--- config.mk ---
export PLATFORM = sky130hd
export DESIGN_NAME = ysyx_25040111_memarb_flat
export DESIGN_NICKNAME = d
export VERILOG_FILES = /design/src/rtl/ysyx_25040111_memarb_if.sv /design/src/rtl/ysyx_25040111_memarb.sv /design/src/flat_wrapper.sv
export SDC_FILE = /design/constraint.sdc
export NUM_CORES = 1
export LEC_CHECK = 0
export ABC_AREA = 1
export BUFFER_PORTS_ARGS = -buffer_cell sky130_fd_sc_hd__buf_2
export CORE_AREA = 2 2 99 101
export DETAILED_ROUTE_END_ITERATION = 10
export DIE_AREA = 0 0 101 103
export GPL_TIMING_DRIVEN = 0
export PLACE_DENSITY = 0.77
export SETUP_SLACK_MARGIN = 0.3
export SLEW_MARGIN = 20
export SYNTH_ARGS = -nofsm -noshare
export SYNTH_HDL_FRONTEND = slang
export SYNTH_SLANG_ARGS = --single-unit
--- constraint.sdc ---
create_clock -name clock -period 1.7 [get_ports clock]
set_input_delay 0.34 -clock clock [delete_from_list [all_inputs] [get_ports clock]]
set_output_delay 0.34 -clock clock [all_outputs]
set_load 0.005 [all_outputs]
--- src/rtl/ysyx_25040111_memarb_if.sv ---
// Bundle of the icache, LSU and downstream memory signals around the arbiter.
// Pure wiring, no latency of its own.
// Backpressure: carried by the ready/valid signals it contains.
interface ysyx_25040111_memarb_if;
    // icache side
    logic        c_arvalid;
    logic        c_arready;
    logic [31:0] c_araddr;
    logic        c_rvalid;
    // LSU side
    logic        d_arvalid;
    logic        d_awvalid;
    logic        d_ready;
    logic [31:0] d_addr;
    logic [31:0] d_wdata;
    logic [3:0]  d_wstrb;
    logic        d_rvalid;
    logic        d_bvalid;
    // shared read data back to both requesters
    logic [31:0] up_rdata;
    // downstream memory side
    logic        m_arvalid;
    logic        m_arready;
    logic [7:0]  m_arlen;
    logic [31:0] m_addr;
    logic        m_rvalid;
    logic [31:0] m_rdata;
    logic        m_rlast;
    logic        m_awvalid;
    logic        m_awready;
    logic [31:0] m_wdata;
    logic [3:0]  m_wstrb;
    logic        m_bvalid;

    // Arbiter view: serves the requesters and masters the memory.
    modport master (
        input  c_arvalid, c_araddr,
        output c_arready, c_rvalid,
        input  d_arvalid, d_awvalid, d_addr, d_wdata, d_wstrb,
        output d_ready, d_rvalid, d_bvalid,
        output up_rdata,
        output m_arvalid, m_arlen, m_addr, m_awvalid, m_wdata, m_wstrb,
        input  m_arready, m_rvalid, m_rdata, m_rlast, m_awready, m_bvalid
    );

    // Environment view: requesters plus the memory slave.
    modport slave (
        output c_arvalid, c_araddr,
        input  c_arready, c_rvalid,
        output d_arvalid, d_awvalid, d_addr, d_wdata, d_wstrb,
        input  d_ready, d_rvalid, d_bvalid,
        input  up_rdata,
        input  m_arvalid, m_arlen, m_addr, m_awvalid, m_wdata, m_wstrb,
        output m_arready, m_rvalid, m_rdata, m_rlast, m_awready, m_bvalid
    );
endinterface

--- src/rtl/ysyx_25040111_memarb.sv ---
// icache/LSU memory arbiter, one transaction in flight; ARB_RR_EN selects round-robin over fixed LSU priority.
// Latency: grant is combinational in IDLE, address phase starts the next cycle, read data passes through combinationally.
// Backpressure: requesters wait on c_arready/d_ready; downstream stalls via m_arready/m_awready; read beats are never stalled.
module ysyx_25040111_memarb #(
    parameter logic [7:0] IBURST_LEN = 8'd7
) (
    input  logic                   clock,
    input  logic                   reset,
    ysyx_25040111_memarb_if.master bus
);
    typedef enum logic [2:0] {IDLE, I_AR, I_R, D_AR, D_R, D_W, D_B} state_t;

    state_t      state;
    state_t      state_nxt;
    logic        c_req;
    logic        d_req;
    logic        grant_c;
    logic        grant_d;
    logic [7:0]  arlen_q;
    logic [31:0] addr_q;
    logic [31:0] wdata_q;
    logic [3:0]  wstrb_q;

    assign c_req = bus.c_arvalid;
    assign d_req = bus.d_arvalid | bus.d_awvalid;

`ifdef ARB_RR_EN
    logic rr_icache;  // set: icache wins the next tie

    // Round-robin grant: on a tie the side not granted last wins.
    always_comb begin
        grant_c = 1'b0;
        grant_d = 1'b0;
        if (state == IDLE && reset) begin
            if (c_req && d_req) begin
                grant_c = rr_icache;
                grant_d = !rr_icache;
            end else begin
                grant_c = c_req;
                grant_d = d_req;
            end
        end
    end

    // Pointer flips to the other side on every grant.
    always_ff @(posedge clock) begin
        if (!reset) begin
            rr_icache <= 1'b1;
        end else if (grant_c) begin
            rr_icache <= 1'b0;
        end else if (grant_d) begin
            rr_icache <= 1'b1;
        end
    end
`else
    // Fixed grant: LSU always beats icache.
    always_comb begin
        grant_c = 1'b0;
        grant_d = 1'b0;
        if (state == IDLE && reset) begin
            grant_d = d_req;
            grant_c = c_req && !d_req;
        end
    end
`endif

    // State register.
    always_ff @(posedge clock) begin
        if (!reset) begin
            state <= IDLE;
        end else begin
            state <= state_nxt;
        end
    end

    // Next state and handshake outputs.
    always_comb begin
        state_nxt     = state;
        bus.c_arready = grant_c;
        bus.d_ready   = grant_d;
        bus.m_arvalid = 1'b0;
        bus.m_awvalid = 1'b0;
        bus.c_rvalid  = 1'b0;
        bus.d_rvalid  = 1'b0;
        bus.d_bvalid  = 1'b0;
        case (state)
            IDLE: begin
                if (grant_c) begin
                    state_nxt = I_AR;
                end else if (grant_d) begin
                    // write wins over read from the LSU
                    state_nxt = bus.d_awvalid ? D_W : D_AR;
                end
            end
            I_AR: begin
                bus.m_arvalid = 1'b1;
                if (bus.m_arready) state_nxt = I_R;
            end
            I_R: begin
                bus.c_rvalid = bus.m_rvalid;
                if (bus.m_rvalid && bus.m_rlast) state_nxt = IDLE;
            end
            D_AR: begin
                bus.m_arvalid = 1'b1;
                if (bus.m_arready) state_nxt = D_R;
            end
            D_R: begin
                // single-beat read: first beat ends it regardless of rlast
                bus.d_rvalid = bus.m_rvalid;
                if (bus.m_rvalid) state_nxt = IDLE;
            end
            D_W: begin
                bus.m_awvalid = 1'b1;
                if (bus.m_awready) state_nxt = D_B;
            end
            D_B: begin
                bus.d_bvalid = bus.m_bvalid;
                if (bus.m_bvalid) state_nxt = IDLE;
            end
            default: state_nxt = IDLE;
        endcase
    end

    // Latch the granted request so downstream fields stay stable for the whole transaction.
    always_ff @(posedge clock) begin
        if (!reset) begin
            arlen_q <= 8'd0;
            addr_q  <= 32'd0;
            wdata_q <= 32'd0;
            wstrb_q <= 4'd0;
        end else if (grant_c) begin
            arlen_q <= IBURST_LEN;
            addr_q  <= bus.c_araddr;
            wstrb_q <= 4'd0;
        end else if (grant_d) begin
            arlen_q <= 8'd0;
            addr_q  <= bus.d_addr;
            if (bus.d_awvalid) begin
                wdata_q <= bus.d_wdata;
                wstrb_q <= bus.d_wstrb;
            end else begin
                wstrb_q <= 4'd0;
            end
        end else if (state == D_B && bus.m_bvalid) begin
            wstrb_q <= 4'd0;
        end
    end

    assign bus.m_arlen  = arlen_q;
    assign bus.m_addr   = addr_q;
    assign bus.m_wdata  = wdata_q;
    assign bus.m_wstrb  = wstrb_q;
    assign bus.up_rdata = bus.m_rdata;

endmodule

--- src/flat_wrapper.sv ---
// flat-port wrapper written by rule: the top's interface ports become plain ports
module ysyx_25040111_memarb_flat 
#(
    parameter logic [7:0] IBURST_LEN = 8'd7
)
  (clock, reset, bus_c_arvalid, bus_c_araddr, bus_c_arready, bus_c_rvalid, bus_d_arvalid, bus_d_awvalid, bus_d_addr, bus_d_wdata, bus_d_wstrb, bus_d_ready, bus_d_rvalid, bus_d_bvalid, bus_up_rdata, bus_m_arvalid, bus_m_arlen, bus_m_addr, bus_m_awvalid, bus_m_wdata, bus_m_wstrb, bus_m_arready, bus_m_rvalid, bus_m_rdata, bus_m_rlast, bus_m_awready, bus_m_bvalid);
  ysyx_25040111_memarb_if bus_i ();
  input  logic clock;
  input  logic reset;
  input wire logic [$bits(bus_i.c_arvalid)-1:0] bus_c_arvalid;
  input wire logic [$bits(bus_i.c_araddr)-1:0] bus_c_araddr;
  output wire logic [$bits(bus_i.c_arready)-1:0] bus_c_arready;
  output wire logic [$bits(bus_i.c_rvalid)-1:0] bus_c_rvalid;
  input wire logic [$bits(bus_i.d_arvalid)-1:0] bus_d_arvalid;
  input wire logic [$bits(bus_i.d_awvalid)-1:0] bus_d_awvalid;
  input wire logic [$bits(bus_i.d_addr)-1:0] bus_d_addr;
  input wire logic [$bits(bus_i.d_wdata)-1:0] bus_d_wdata;
  input wire logic [$bits(bus_i.d_wstrb)-1:0] bus_d_wstrb;
  output wire logic [$bits(bus_i.d_ready)-1:0] bus_d_ready;
  output wire logic [$bits(bus_i.d_rvalid)-1:0] bus_d_rvalid;
  output wire logic [$bits(bus_i.d_bvalid)-1:0] bus_d_bvalid;
  output wire logic [$bits(bus_i.up_rdata)-1:0] bus_up_rdata;
  output wire logic [$bits(bus_i.m_arvalid)-1:0] bus_m_arvalid;
  output wire logic [$bits(bus_i.m_arlen)-1:0] bus_m_arlen;
  output wire logic [$bits(bus_i.m_addr)-1:0] bus_m_addr;
  output wire logic [$bits(bus_i.m_awvalid)-1:0] bus_m_awvalid;
  output wire logic [$bits(bus_i.m_wdata)-1:0] bus_m_wdata;
  output wire logic [$bits(bus_i.m_wstrb)-1:0] bus_m_wstrb;
  input wire logic [$bits(bus_i.m_arready)-1:0] bus_m_arready;
  input wire logic [$bits(bus_i.m_rvalid)-1:0] bus_m_rvalid;
  input wire logic [$bits(bus_i.m_rdata)-1:0] bus_m_rdata;
  input wire logic [$bits(bus_i.m_rlast)-1:0] bus_m_rlast;
  input wire logic [$bits(bus_i.m_awready)-1:0] bus_m_awready;
  input wire logic [$bits(bus_i.m_bvalid)-1:0] bus_m_bvalid;
  assign bus_i.c_arvalid = bus_c_arvalid;
  assign bus_i.c_araddr = bus_c_araddr;
  assign bus_c_arready = bus_i.c_arready;
  assign bus_c_rvalid = bus_i.c_rvalid;
  assign bus_i.d_arvalid = bus_d_arvalid;
  assign bus_i.d_awvalid = bus_d_awvalid;
  assign bus_i.d_addr = bus_d_addr;
  assign bus_i.d_wdata = bus_d_wdata;
  assign bus_i.d_wstrb = bus_d_wstrb;
  assign bus_d_ready = bus_i.d_ready;
  assign bus_d_rvalid = bus_i.d_rvalid;
  assign bus_d_bvalid = bus_i.d_bvalid;
  assign bus_up_rdata = bus_i.up_rdata;
  assign bus_m_arvalid = bus_i.m_arvalid;
  assign bus_m_arlen = bus_i.m_arlen;
  assign bus_m_addr = bus_i.m_addr;
  assign bus_m_awvalid = bus_i.m_awvalid;
  assign bus_m_wdata = bus_i.m_wdata;
  assign bus_m_wstrb = bus_i.m_wstrb;
  assign bus_i.m_arready = bus_m_arready;
  assign bus_i.m_rvalid = bus_m_rvalid;
  assign bus_i.m_rdata = bus_m_rdata;
  assign bus_i.m_rlast = bus_m_rlast;
  assign bus_i.m_awready = bus_m_awready;
  assign bus_i.m_bvalid = bus_m_bvalid;
  ysyx_25040111_memarb #(.IBURST_LEN(IBURST_LEN)) u_core (.clock(clock), .reset(reset), .bus(bus_i));
endmodule
==> results.cfg <==
[timing]
rsz0062_at_grt = yes
worst_slack_ns = -0.113
finalHoldViolations = 0
fin_crit_ns = 1.81
setup_viol = 52
tightest_slew_ns = 0.638
fin_skew_ns = 0.0148
whs_ns = 0.181
fmax_mhz = 552
drv_slew = 0
fin_crit_sh = 1.07
slew_headroom = 0.575

[min_path]
min_to = u_core.bus.m_wdata[22]$_SDFFE_PN0P_
hold_start = bus_d_wdata[22]
min_path_type = input pin to flop
hold_depth = 3

[finish]
finalInstanceArea_um2 = 5650
layout-drive-gt1-share = 0.523
synthToLayoutAreaGrowth_pct = 65.1
regArea_um2 = 1450
layoutNonFillerInstCount = 892
antenna_cells = 0
multiInputGateArea_um2 = 1730
fin_nets = 915
fill_cells = 885
utilization = 0.597

[setup_path]
r2r-end = u_core.bus.m_wdata[15]$_SDFFE_PN0P_
slowest_delay_ns = 0.32
critPathSlowestCell = dfxtp_2
critical_path.most_common_cell = buf_6
crit_chain = buf_6, nor2_4, nand2_2, nor2_4, buf_4, buf_6, nand2_8, buf_12, nor2_4, buf_6, buf_6, nand2_1, nand2_1
rrSetupSlack_ns = -0.11
r2r_cells = 13
crit_required_ns = 1.98
startpoint_type = flop
worstReg2RegStart = u_core.state[0]$_SDFFE_PN0P_
crit_type = flop to flop
cp_max_fo = 6
setup.worst_path.end_class = flop
critPathArrivalTime_ns = 2.09

[die]
core_area_um2 = 9460
rows = 36
die_area_um2 = 10400
initial_core_util = 0.362
die_h_um = 103
io_pins = 257
die_w_um = 101

[routing]
dr.pass1.iters = 4
drt_iter0_drc = 119
postRouteAntennaNets = 0
vias = 4045
drt-wirelength-per-cell_um = 12.8
avgViaCountPerCell = 4.53
remaining_drc_errors = 0
routed_wl_um = 11400

[power]
pwr-share-seq = 0.357
switching_share = 0.346
fin_total_pwr_mw = 6.07
p_switching_mw = 2.10
vdd_drop_max_mv = 0.691
pwr-share-clk = 0.238
p_leak_nw = 3.13
p_per_area_nw_per_um2 = 1070
intPower_mw = 3.97
comb_power_share = 0.405

[flow_run]
maxCapViolCount = 0

[clock_network]
cts_htree_levels = 3
clock_path_buffers = 2
cts_tree = yes
cts_sinks = 72
hold_buffers = 0
numCtsBuffers = 9
clkLatencyLatePin_ns = 0.34
clockRootBuffer = clkbuf_8
path_clk_slew_ns = 0.09

[place]
dp_hpwl_um = 7820
place_area_um2 = 4670
dp.cells = 840
io_buffers = 219
routabilityCongestion = 0.791

[synthesis]
synth_area_leader_cell = dfxtp_1
yosysTopAreaCellShare = 0.422
synth_cells = 503
yosysWarnings = 0
synthTopCellsByArea = dfxtp_1 (42%), nand2_1 (27%), buf_4 (8.6%)
netlist_area_um2 = 3420
synth_area_per_cell_um2 = 6.80
ys_ff_latch = 72
yosys.cell_types.count = 21
ys_seq_area_frac = 0.422

[outcome]
status = finished with violations
violations = setup timing

[grt]
grt-ovfl-total = 0
grt_max_degree = 14
grt_first_pass_wirelength_um = 15600
grt_usage = 0.191
grt_pass1_vias = 3484
antenna_found_initial = 0
## cell usage after synthesis (all sizes together)
master	n
buf	57
nor4	2
nand3b	1
inv	16
conb	1
nand3	43
a21oi	37
clkbuf	9
dfxtp	72
nand2	248
nor2	15
nand4	2
## registers in the layout, indices dropped and copies added (netlist names)
name / count
u_core.bus.m_addr: 32
u_core.bus.m_wdata: 32
u_core.bus.m_wstrb: 4
u_core.state: 3
u_core.bus.m_arlen: 1
## through the flow
stage	setup slack, ns	TNS, ns
after floorplan	0.264	0
after global placement	-0.0357	-0.0437
after detailed placement	-0.0312	-0.0413
after CTS	-0.125	-0.261
after global routing	-0.185	-7.07
final	-0.113	-2.60
## power by group through the flow
stage	registers [mW]	logic [mW]	clock network [mW]
floorplan	2.22	1.01	0
global placement	2.18	1.73	0
detailed placement	2.19	1.76	0
CTS	2.17	2.04	1.47
global route	2.21	2.69	1.57
finish	2.17	2.46	1.45
## layout by cell type (no fill, tap or decap), drive strengths merged, types with 5 or more instances in the layout
cell,count
inv,16
buf,310
dfxtp,72
a21oi,37
clkbuf,22
conb,5
nor2,15
nand2,248
nand3,43
## cell families (layout without fill, tap and decap cells)
logic type | after synthesis | after routing | share of synthesized area
simple gates | 311 | 311 | 0.374
other cells | 1 | 5 | 0.00110
buf+inv | 82 | 353 | 0.150
flops | 72 | 72 | 0.422
compound gates | 37 | 37 | 0.0542
## cell type report
type | count | area share
well taps | 114 | 0.0253
inverters | 16 | 0.0133
clock inverters | 5 | 0.0111
clock buffers | 11 | 0.0268
flip-flops and latches | 72 | 0.256
multi-input cells | 353 | 0.306
repair buffers | 255 | 0.267
plain buffers | 66 | 0.0951
## repair_timing
item	4_1_cts	5_1_grt
pin swaps	7	19
buffers inserted	15	15
gates resized for setup	49	80
setup endpoints to repair	76	79
cloned	4	2
## critical path, delay by kind of cell (launching register included)
kind | cells | cell delay, ns
DFF | 1 | 0.32
buffers and inverters | 6 | 0.76
and+or+nand+nor | 7 | 0.67
## metal layers
| layer | routed length (µm) | global-route usage | vias up |
|---|---|---|---|
| met2 | 5820 | 0.352 | 176 |
| met3 | 1010 | 0.0712 | 18 |
| met4 | 156 | 0.0478 | 0 |
| met1 | 4400 | 0.206 | 1785 |
| met5 | 0 | 0 | - |
| li1 | - | - | 2066 |
## worst max path at each step
| stage | slack, ns | end | cells after the start | from |
|---|---|---|---|---|
| after floorplan | 0.26 | bus_c_arready | 8 | u_core.state[0]$_SDFFE_PN0P_ |
| after global placement | -0.04 | u_core.bus.m_addr[7]$_SDFFE_PN0P_ | 10 | reset |
| after detailed placement | -0.03 | u_core.bus.m_addr[7]$_SDFFE_PN0P_ | 10 | reset |
| after CTS | -0.12 | bus_c_arready | 9 | u_core.state[0]$_SDFFE_PN0P_ |
| after global routing | -0.19 | bus_c_arready | 9 | u_core.state[0]$_SDFFE_PN0P_ |
| final | -0.11 | u_core.bus.m_wdata[15]$_SDFFE_PN0P_ | 13 | u_core.state[0]$_SDFFE_PN0P_ |
Note: power is estimated with default switching activity, not from simulation.
